===== config.mk =====
export PLATFORM = sky130hd
export DESIGN_NAME = mul_div_unit
export DESIGN_NICKNAME = d
export VERILOG_FILES = /design/src/rtl/mdu_pkg.sv /design/src/rtl/mdu_divider.sv /design/src/rtl/mul_div_unit.sv
export SDC_FILE = /design/constraint.sdc
export NUM_CORES = 1
export LEC_CHECK = 0
export ABC_CLOCK_PERIOD_IN_PS = 9000
export BUFFER_PORTS_ARGS = -buffer_cell sky130_fd_sc_hd__buf_2
export CORE_UTILIZATION = 58
export CTS_CLUSTER_SIZE = 10
export DETAILED_ROUTE_END_ITERATION = 7
export PLACE_DENSITY = 0.76
export SKIP_LAST_GASP = 1
export SLEW_MARGIN = 40
export SYNTH_ARGS = -nofsm -noshare
export SYNTH_HDL_FRONTEND = slang
export SYNTH_SLANG_ARGS = --single-unit

===== constraint.sdc =====
create_clock -name clk -period 9 [get_ports clk]
set_input_delay 0.9 -clock clk [delete_from_list [all_inputs] [get_ports clk]]
set_output_delay 0.9 -clock clk [all_outputs]
set_load 0.1 [all_outputs]

===== src/rtl/mdu_pkg.sv =====
// Shared constants, RV32M funct3 encodings and FSM state type for the multiply/divide unit.
package mdu_pkg;

  localparam int XLEN     = 32;
  localparam int ITER_CNT = 32;

  localparam logic [2:0] F3_MUL    = 3'b000;
  localparam logic [2:0] F3_MULH   = 3'b001;
  localparam logic [2:0] F3_MULHSU = 3'b010;
  localparam logic [2:0] F3_MULHU  = 3'b011;
  localparam logic [2:0] F3_DIV    = 3'b100;
  localparam logic [2:0] F3_DIVU   = 3'b101;
  localparam logic [2:0] F3_REM    = 3'b110;
  localparam logic [2:0] F3_REMU   = 3'b111;

  typedef enum logic [1:0] {
    IDLE,
    CALC,
    DONE
  } state_e;

  // Operand A is treated as signed for MULH, MULHSU, DIV and REM.
  function automatic logic op_signed_a(input logic [2:0] f3);
    return (f3 == F3_MULH) || (f3 == F3_MULHSU) || (f3 == F3_DIV) || (f3 == F3_REM);
  endfunction

  function automatic logic op_signed_b(input logic [2:0] f3);
    return (f3 == F3_MULH) || (f3 == F3_DIV) || (f3 == F3_REM);
  endfunction

endpackage


===== src/rtl/mdu_divider.sv =====
// Radix-2 restoring divider on unsigned magnitudes: one quotient bit per step_i pulse.
module mdu_divider #(
  parameter int W = 32
) (
  input  logic         clk,
  input  logic         load_i,
  input  logic         step_i,
  input  logic [W-1:0] dividend_i,
  input  logic [W-1:0] divisor_i,
  output logic [W-1:0] quotient_o,
  output logic [W-1:0] remainder_o
);

  logic [W-1:0] rem_q, quo_q, dvs_q;
  logic [W-1:0] rem_d, quo_d;
  logic [W:0]   shifted, diff;

  // NOTE: every variable assigned here gets a value on every path, otherwise a latch is inferred.
  always_comb begin
    shifted = {rem_q, quo_q[W-1]};
    diff    = shifted - {1'b0, dvs_q};
    if (diff[W]) begin
      rem_d = shifted[W-1:0];
      quo_d = {quo_q[W-2:0], 1'b0};
    end else begin
      rem_d = diff[W-1:0];
      quo_d = {quo_q[W-2:0], 1'b1};
    end
  end

  // NOTE: pure datapath registers carry no reset; control in the parent qualifies their use.
  always_ff @(posedge clk) begin
    if (load_i) begin
      rem_q <= '0;
      quo_q <= dividend_i;
      dvs_q <= divisor_i;
    end else if (step_i) begin
      rem_q <= rem_d;
      quo_q <= quo_d;
    end
  end

  assign quotient_o  = quo_q;
  assign remainder_o = rem_q;

endmodule


===== src/rtl/mul_div_unit.sv =====
// RV32M multiply/divide unit with fixed 32-step latency; define MDU_FAST_MUL_EN for a
// single-cycle combinational multiply path (divides stay iterative).
module mul_div_unit
  import mdu_pkg::*;
#(
  parameter int XLEN = mdu_pkg::XLEN
) (
  input  logic            clk,
  input  logic            rst_n,
  input  logic            start,
  input  logic [2:0]      funct3,
  input  logic [XLEN-1:0] rs1_data,
  input  logic [XLEN-1:0] rs2_data,
  input  logic [4:0]      rd_index,
  output logic            busy,
  output logic            done,
  output logic            wb_en,
  output logic [4:0]      wb_rd_index,
  output logic [XLEN-1:0] wb_data
);

  localparam logic [XLEN-1:0] INT_MIN = {1'b1, {(XLEN-1){1'b0}}};

  state_e            state_q;
  logic [5:0]        cnt_q, cnt_d;
  logic              busy_q, done_q, wb_en_q;
  logic [4:0]        rd_q;
  logic [2:0]        op_q;
  logic [XLEN-1:0]   a_q, b_q;
  logic [2*XLEN-1:0] prod_q;
  logic              accept, fast_path, mul_step, div_step;
  logic              neg_a_in, neg_b_in, neg_a, neg_b, div_zero, overflow;
  logic [XLEN-1:0]   mag_a_in, mag_b_in, quo, rem, result;
  logic [2*XLEN-1:0] prod_fix;

  assign accept   = (state_q == IDLE) && start;
  assign mul_step = (state_q == CALC) && !op_q[2];
  assign div_step = (state_q == CALC) && op_q[2];
  assign cnt_d    = cnt_q + 6'd1;
  assign neg_a_in = op_signed_a(funct3) & rs1_data[XLEN-1];
  assign neg_b_in = op_signed_b(funct3) & rs2_data[XLEN-1];
  assign mag_a_in = neg_a_in ? -rs1_data : rs1_data;
  assign mag_b_in = neg_b_in ? -rs2_data : rs2_data;

`ifdef MDU_FAST_MUL_EN
  // Low 64 bits of the product of sign-extended operands equal the exact signed product.
  logic [2*XLEN-1:0] fast_a, fast_b, fast_prod;
  assign fast_a    = {{XLEN{neg_a_in}}, rs1_data};
  assign fast_b    = {{XLEN{neg_b_in}}, rs2_data};
  assign fast_prod = fast_a * fast_b;
  assign fast_path = !funct3[2];
`else
  logic [2*XLEN-1:0] mcand_q;
  logic [XLEN-1:0]   mplier_q;
  assign fast_path = 1'b0;
`endif

  // NOTE: sequential state uses non-blocking assignments so all registers update together.
  always_ff @(posedge clk) begin
    if (!rst_n) begin
      state_q <= IDLE;
      cnt_q   <= '0;
      busy_q  <= 1'b0;
      done_q  <= 1'b0;
      wb_en_q <= 1'b0;
      rd_q    <= '0;
    end else begin
      case (state_q)
        IDLE: if (start) begin
          cnt_q  <= '0;
          busy_q <= 1'b1;
          rd_q   <= rd_index;
          if (fast_path) begin
            state_q <= DONE;
            done_q  <= 1'b1;
            wb_en_q <= (rd_index != '0);
          end else begin
            state_q <= CALC;
          end
        end
        CALC: begin
          cnt_q <= cnt_d;
          if (cnt_d == 6'(ITER_CNT)) begin
            state_q <= DONE;
            done_q  <= 1'b1;
            wb_en_q <= (rd_q != '0);
          end
        end
        DONE: begin
          state_q <= IDLE;
          busy_q  <= 1'b0;
          done_q  <= 1'b0;
          wb_en_q <= 1'b0;
        end
        default: state_q <= IDLE;
      endcase
    end
  end

  always_ff @(posedge clk) begin
    if (accept) begin
      op_q <= funct3;
      a_q  <= rs1_data;
      b_q  <= rs2_data;
`ifdef MDU_FAST_MUL_EN
      prod_q <= fast_prod;
    end
`else
      prod_q   <= '0;
      mcand_q  <= {{XLEN{1'b0}}, mag_a_in};
      mplier_q <= mag_b_in;
    end else if (mul_step) begin
      if (mplier_q[0]) prod_q <= prod_q + mcand_q;
      mcand_q  <= mcand_q << 1;
      mplier_q <= mplier_q >> 1;
    end
`endif
  end

  mdu_divider #(.W(XLEN)) u_div (
    .clk        (clk),
    .load_i     (accept),
    .step_i     (div_step),
    .dividend_i (mag_a_in),
    .divisor_i  (mag_b_in),
    .quotient_o (quo),
    .remainder_o(rem)
  );

  // Sign correction and RV32M special cases applied to the magnitude results.
  always_comb begin
    neg_a    = op_signed_a(op_q) & a_q[XLEN-1];
    neg_b    = op_signed_b(op_q) & b_q[XLEN-1];
    div_zero = (b_q == '0);
    overflow = (a_q == INT_MIN) && (b_q == '1);
`ifdef MDU_FAST_MUL_EN
    prod_fix = prod_q;
`else
    prod_fix = (neg_a ^ neg_b) ? -prod_q : prod_q;
`endif
    case (op_q)
      F3_MUL:                       result = prod_fix[XLEN-1:0];
      F3_MULH, F3_MULHSU, F3_MULHU: result = prod_fix[2*XLEN-1:XLEN];
      F3_DIV:  result = div_zero ? '1 : overflow ? INT_MIN : ((neg_a ^ neg_b) ? -quo : quo);
      F3_DIVU: result = div_zero ? '1 : quo;
      F3_REM:  result = div_zero ? a_q : overflow ? '0 : (neg_a ? -rem : rem);
      default: result = div_zero ? a_q : rem;
    endcase
  end

  assign busy        = busy_q;
  assign done        = done_q;
  assign wb_en       = wb_en_q;
  assign wb_rd_index = rd_q;
  assign wb_data     = (state_q == DONE) ? result : '0;

endmodule


==> results.sh <==
export IMPL_status="finished clean"
export IMPL_synth_distinct_cells=95
export IMPL_power_density_nw_per_um2=172
export IMPL_synth_area_um2=23700
export IMPL_worst_r2r_cell_count=13
export IMPL_internal_power_uw=3000
export IMPL_finClkSkew_ps=25.9
export IMPL_cp_start_kind="register"
export IMPL_drive_above_1_share_pct=8.47
export IMPL_ant_nets=0
export IMPL_fin_crit_sh_pct=62.6
export IMPL_routed_wl_mm=79.8
export IMPL_cp_num_buf_inv=2
export IMPL_io_pins=115
export IMPL_ys_flop_type="edfxtp_1"
export IMPL_hp_class="reg -> reg"
export IMPL_slowest_stage="nand2b_1"
export IMPL_r2r_slack_ps=4740
export IMPL_slew_viol_final=0
export IMPL_die_x_um=204
export IMPL_yosys_cell_count_top_type="nand2_1"
export IMPL_overflow=0
export IMPL_die_h_um=204
export IMPL_max_clock_path_buffers=3
export IMPL_final_setup_tns_ps=0
export IMPL_cp_arrival_ps=4730
export IMPL_cts_setup_buffers=0
export IMPL_busiest_layer="met2"
export IMPL_rsz0062_at_grt="false"
export IMPL_post_route_util_pct=64.1
export IMPL_h_tree_depth=2
export IMPL_first_pass_iters=6
export IMPL_cts_resized=0
export IMPL_synth_area_leaders="edfxtp_1 25%, dfxtp_1 12%, nand2_1 7.8%"
export IMPL_placed_cell_area_um2=24400
export IMPL_max_stage_delay_ps=750
export IMPL_grt_pass1_vias=20514
export IMPL_switching_share_pct=32.2
export IMPL_path_cells="nor4_1, nand4_1, or2_2, buf_4, nand2b_1, o21ai_0, o21ai_0, a2111oi_0, a311oi_1, buf_2"
export IMPL_cts_root_buffer="clkbuf_16"
export IMPL_cp_end_kind="output port"
export IMPL_n_antenna_cell=0
export IMPL_ys_warn_count=0
export IMPL_vias=22493
export IMPL_switchingPower_uw=1420
export IMPL_synthCells=2860
export IMPL_power_frac_clock_pct=35.6
export IMPL_insertion_delay_ps=590
export IMPL_worstPathRequired_ps=8100
export IMPL_num_fill_cells=3456
export IMPL_cp_top_family="simple AND/OR/NAND/NOR gates"
export IMPL_yosys_top_cells_count="491 x nand2_1, 277 x a21oi_1, 226 x o21ai_0"
export IMPL_grtUsageTotal_pct=37.8
export IMPL_maxCapViolations=0
export IMPL_synth_area_leader_cell="edfxtp_1"
export IMPL_seqPwrFrac_pct=42.3
export IMPL_fin_area_um2=25700
export IMPL_die_area_um2=41600
export IMPL_postCtsHoldBufs=0
export IMPL_grtUsageMet3_pct=12.0
export IMPL_ys_ff_latch=338
export IMPL_use_met2_pct=54.4
export IMPL_fin_nets=3050
export IMPL_async_reset_ff_share_pct=0
export IMPL_routabilityCongestion=1.07
export IMPL_path_class="reg -> out"
export IMPL_cts_buffers_inserted=41
export IMPL_slew_headroom_pct=37.5
export IMPL_yosys_area_top_type_share_pct=24.6
export IMPL_core_area_um2=40000
export IMPL_p_comb_share_pct=22.1
export IMPL_crit_top_cell="o21ai_0"
export IMPL_area_growth_pct=8.40
export IMPL_r2r_start="b_q[0]$_DFFE_PP_"
export IMPL_finalPower_uw=4420
export IMPL_cp_startpoint="b_q[0]$_DFFE_PP_"
export IMPL_cts_tree="done"
export IMPL_max_vdd_ir_drop_mv=0.178
export IMPL_synth_edff_count=194
export IMPL_drc=0
export IMPL_cp_num_cells=10
export IMPL_rows=73
export IMPL_worst_pin_slew_ps=928
export IMPL_setup_viol=0
export IMPL_grt_pass1_wl_mm=120
export IMPL_regToRegEndpoint="u_div.remainder_o[11]$_SDFFE_PP0P_"
export IMPL_place_detailed_hpwl_mm=59.6
export IMPL_crit_end="wb_data[1]"
export IMPL_min_period_ps=5630
export IMPL_drt_initial_drc_count=2697
export IMPL_wire_per_inst_um=23.3
export IMPL_avgSynthCellArea_um2=8.28
export IMPL_placed_cells_incl_taps=3353
export IMPL_antenna_found_initial=1
export IMPL_hold_viol=0
export IMPL_start_util_pct=59.2
export IMPL_final_cells=3428
export IMPL_grt_max_degree=142
export IMPL_p_leak_uw=0.00993
export IMPL_synth_fp_nets=3038
export IMPL_critPathMaxFanout=65
export IMPL_ys_seq_area_share_pct=36.8
export IMPL_path_clk_slew_ps=60
export IMPL_cts_sinks=338
export IMPL_io_buffers=114
export IMPL_fmax_mhz=178
export IMPL_use_met1_pct=53.1
export IMPL_avgViaCountPerCell=6.56
-- power groups by stage --
stage / Clock, uW / Sequential (uW) / Combinational, uW
final: 1570 / 1870 / 977
after global routing: 1640 / 1880 / 1060
after CTS: 1590 / 1870 / 946
after detailed placement: 0 / 1900 / 939
after global placement: 0 / 1900 / 919
after floorplan: 0 / 1870 / 675
-- state kept, by name (all words and copies together) (netlist names), 2 cells and up --
name               cells
prod_q                64
u_div.dvs_q           31
mplier_q              32
cnt_q                  6
mcand_q               64
state_q                2
u_div.remainder_o     32
wb_rd_index            5
op_q                   3
u_div.quotient_o      32
a_q                   32
b_q                   32
-- cell usage in the layout, fill, tap and decap left out, types with 17 or more instances in the layout --
cell type and count:
a311oi_1 30, ha_1 101, nand2_1 488, o21ai_0 226
inv_1 81, or4_1 19, buf_4 18, clkbuf_1 23
nor4_1 34, dfxtp_1 144, edfxtp_1 194, a31oi_1 20
xnor2_1 119, a21oi_1 277, a21o_1 37, nor2_1 197
nand3_1 61, a211oi_1 27, mux2i_1 33, nand4_1 41
nor3_1 61, o21bai_1 19, o31ai_1 37, buf_2 114
o41ai_1 17, nand2b_1 23, o21a_1 71, clkbuf_16 41
or3_1 26, and3_1 17, xor2_1 97
-- worst min-delay path by stage --
stage	from	to	slack, ps	cells past startpoint
floorplan	cnt_q[4]$_SDFFE_PN0P_	cnt_q[4]$_SDFFE_PN0P_	440	1
global placement	done$_SDFFE_PN0P_	done$_SDFFE_PN0P_	450	2
detailed placement	done$_SDFFE_PN0P_	done$_SDFFE_PN0P_	450	2
CTS	done$_SDFFE_PN0P_	done$_SDFFE_PN0P_	460	2
global route	done$_SDFFE_PN0P_	done$_SDFFE_PN0P_	470	2
finish	done$_SDFFE_PN0P_	done$_SDFFE_PN0P_	470	2
-- worst register-to-register path: stages, from the launching register on --
cell and delay, ps:
edfxtp_1 470, ha_1 280, fa_1 410, nor2b_1 170, o31ai_1 130, a21oi_1 370
a31oi_1 190, a21oi_1 260, o21ai_2 180, o31ai_1 550, xnor2_4 170, buf_4 520
mux2i_1 290, o21ai_0 120
-- routing by layer --
| metal | part of all wire, % | wire [um] |
|---|---|---|
| met5 | 0.015 | 12 |
| met3 | 13 | 10200 |
| met1 | 43 | 33900 |
| met4 | 3.4 | 2730 |
| met2 | 41 | 32900 |
-- area by class of cell --
| cell class | instances | area, um2 | share of cell area (%) |
|---|---|---|---|
| timing repair buffer | 135 | 742 | 2.89 |
| tap | 525 | 657 | 2.56 |
| clock inverter | 9 | 118 | 0.458 |
| clock buffer | 65 | 1130 | 4.39 |
| sequential | 338 | 8710 | 33.9 |
| inverter | 84 | 328 | 1.28 |
| multi-input combinational | 2272 | 14000 | 54.5 |
-- through the flow --
stage / worst slack, ps / hold WS [ps]
global placement: 3830 / 445
finish: 3370 / 466
CTS: 3180 / 461
floorplan: 3100 / 444
detailed placement: 3830 / 451
global route: 3280 / 475
-- kinds of logic after synthesis --
group	count (synthesis)	share of synthesized area [%]
compound gates	867	22.9
xor+xnor	217	8.06
fa+ha+maj	103	5.51
buf+inv	250	4.58
flops	338	36.8
mux	33	1.40
simple gates	1052	20.7
Note: power is estimated with default switching activity, not from simulation.
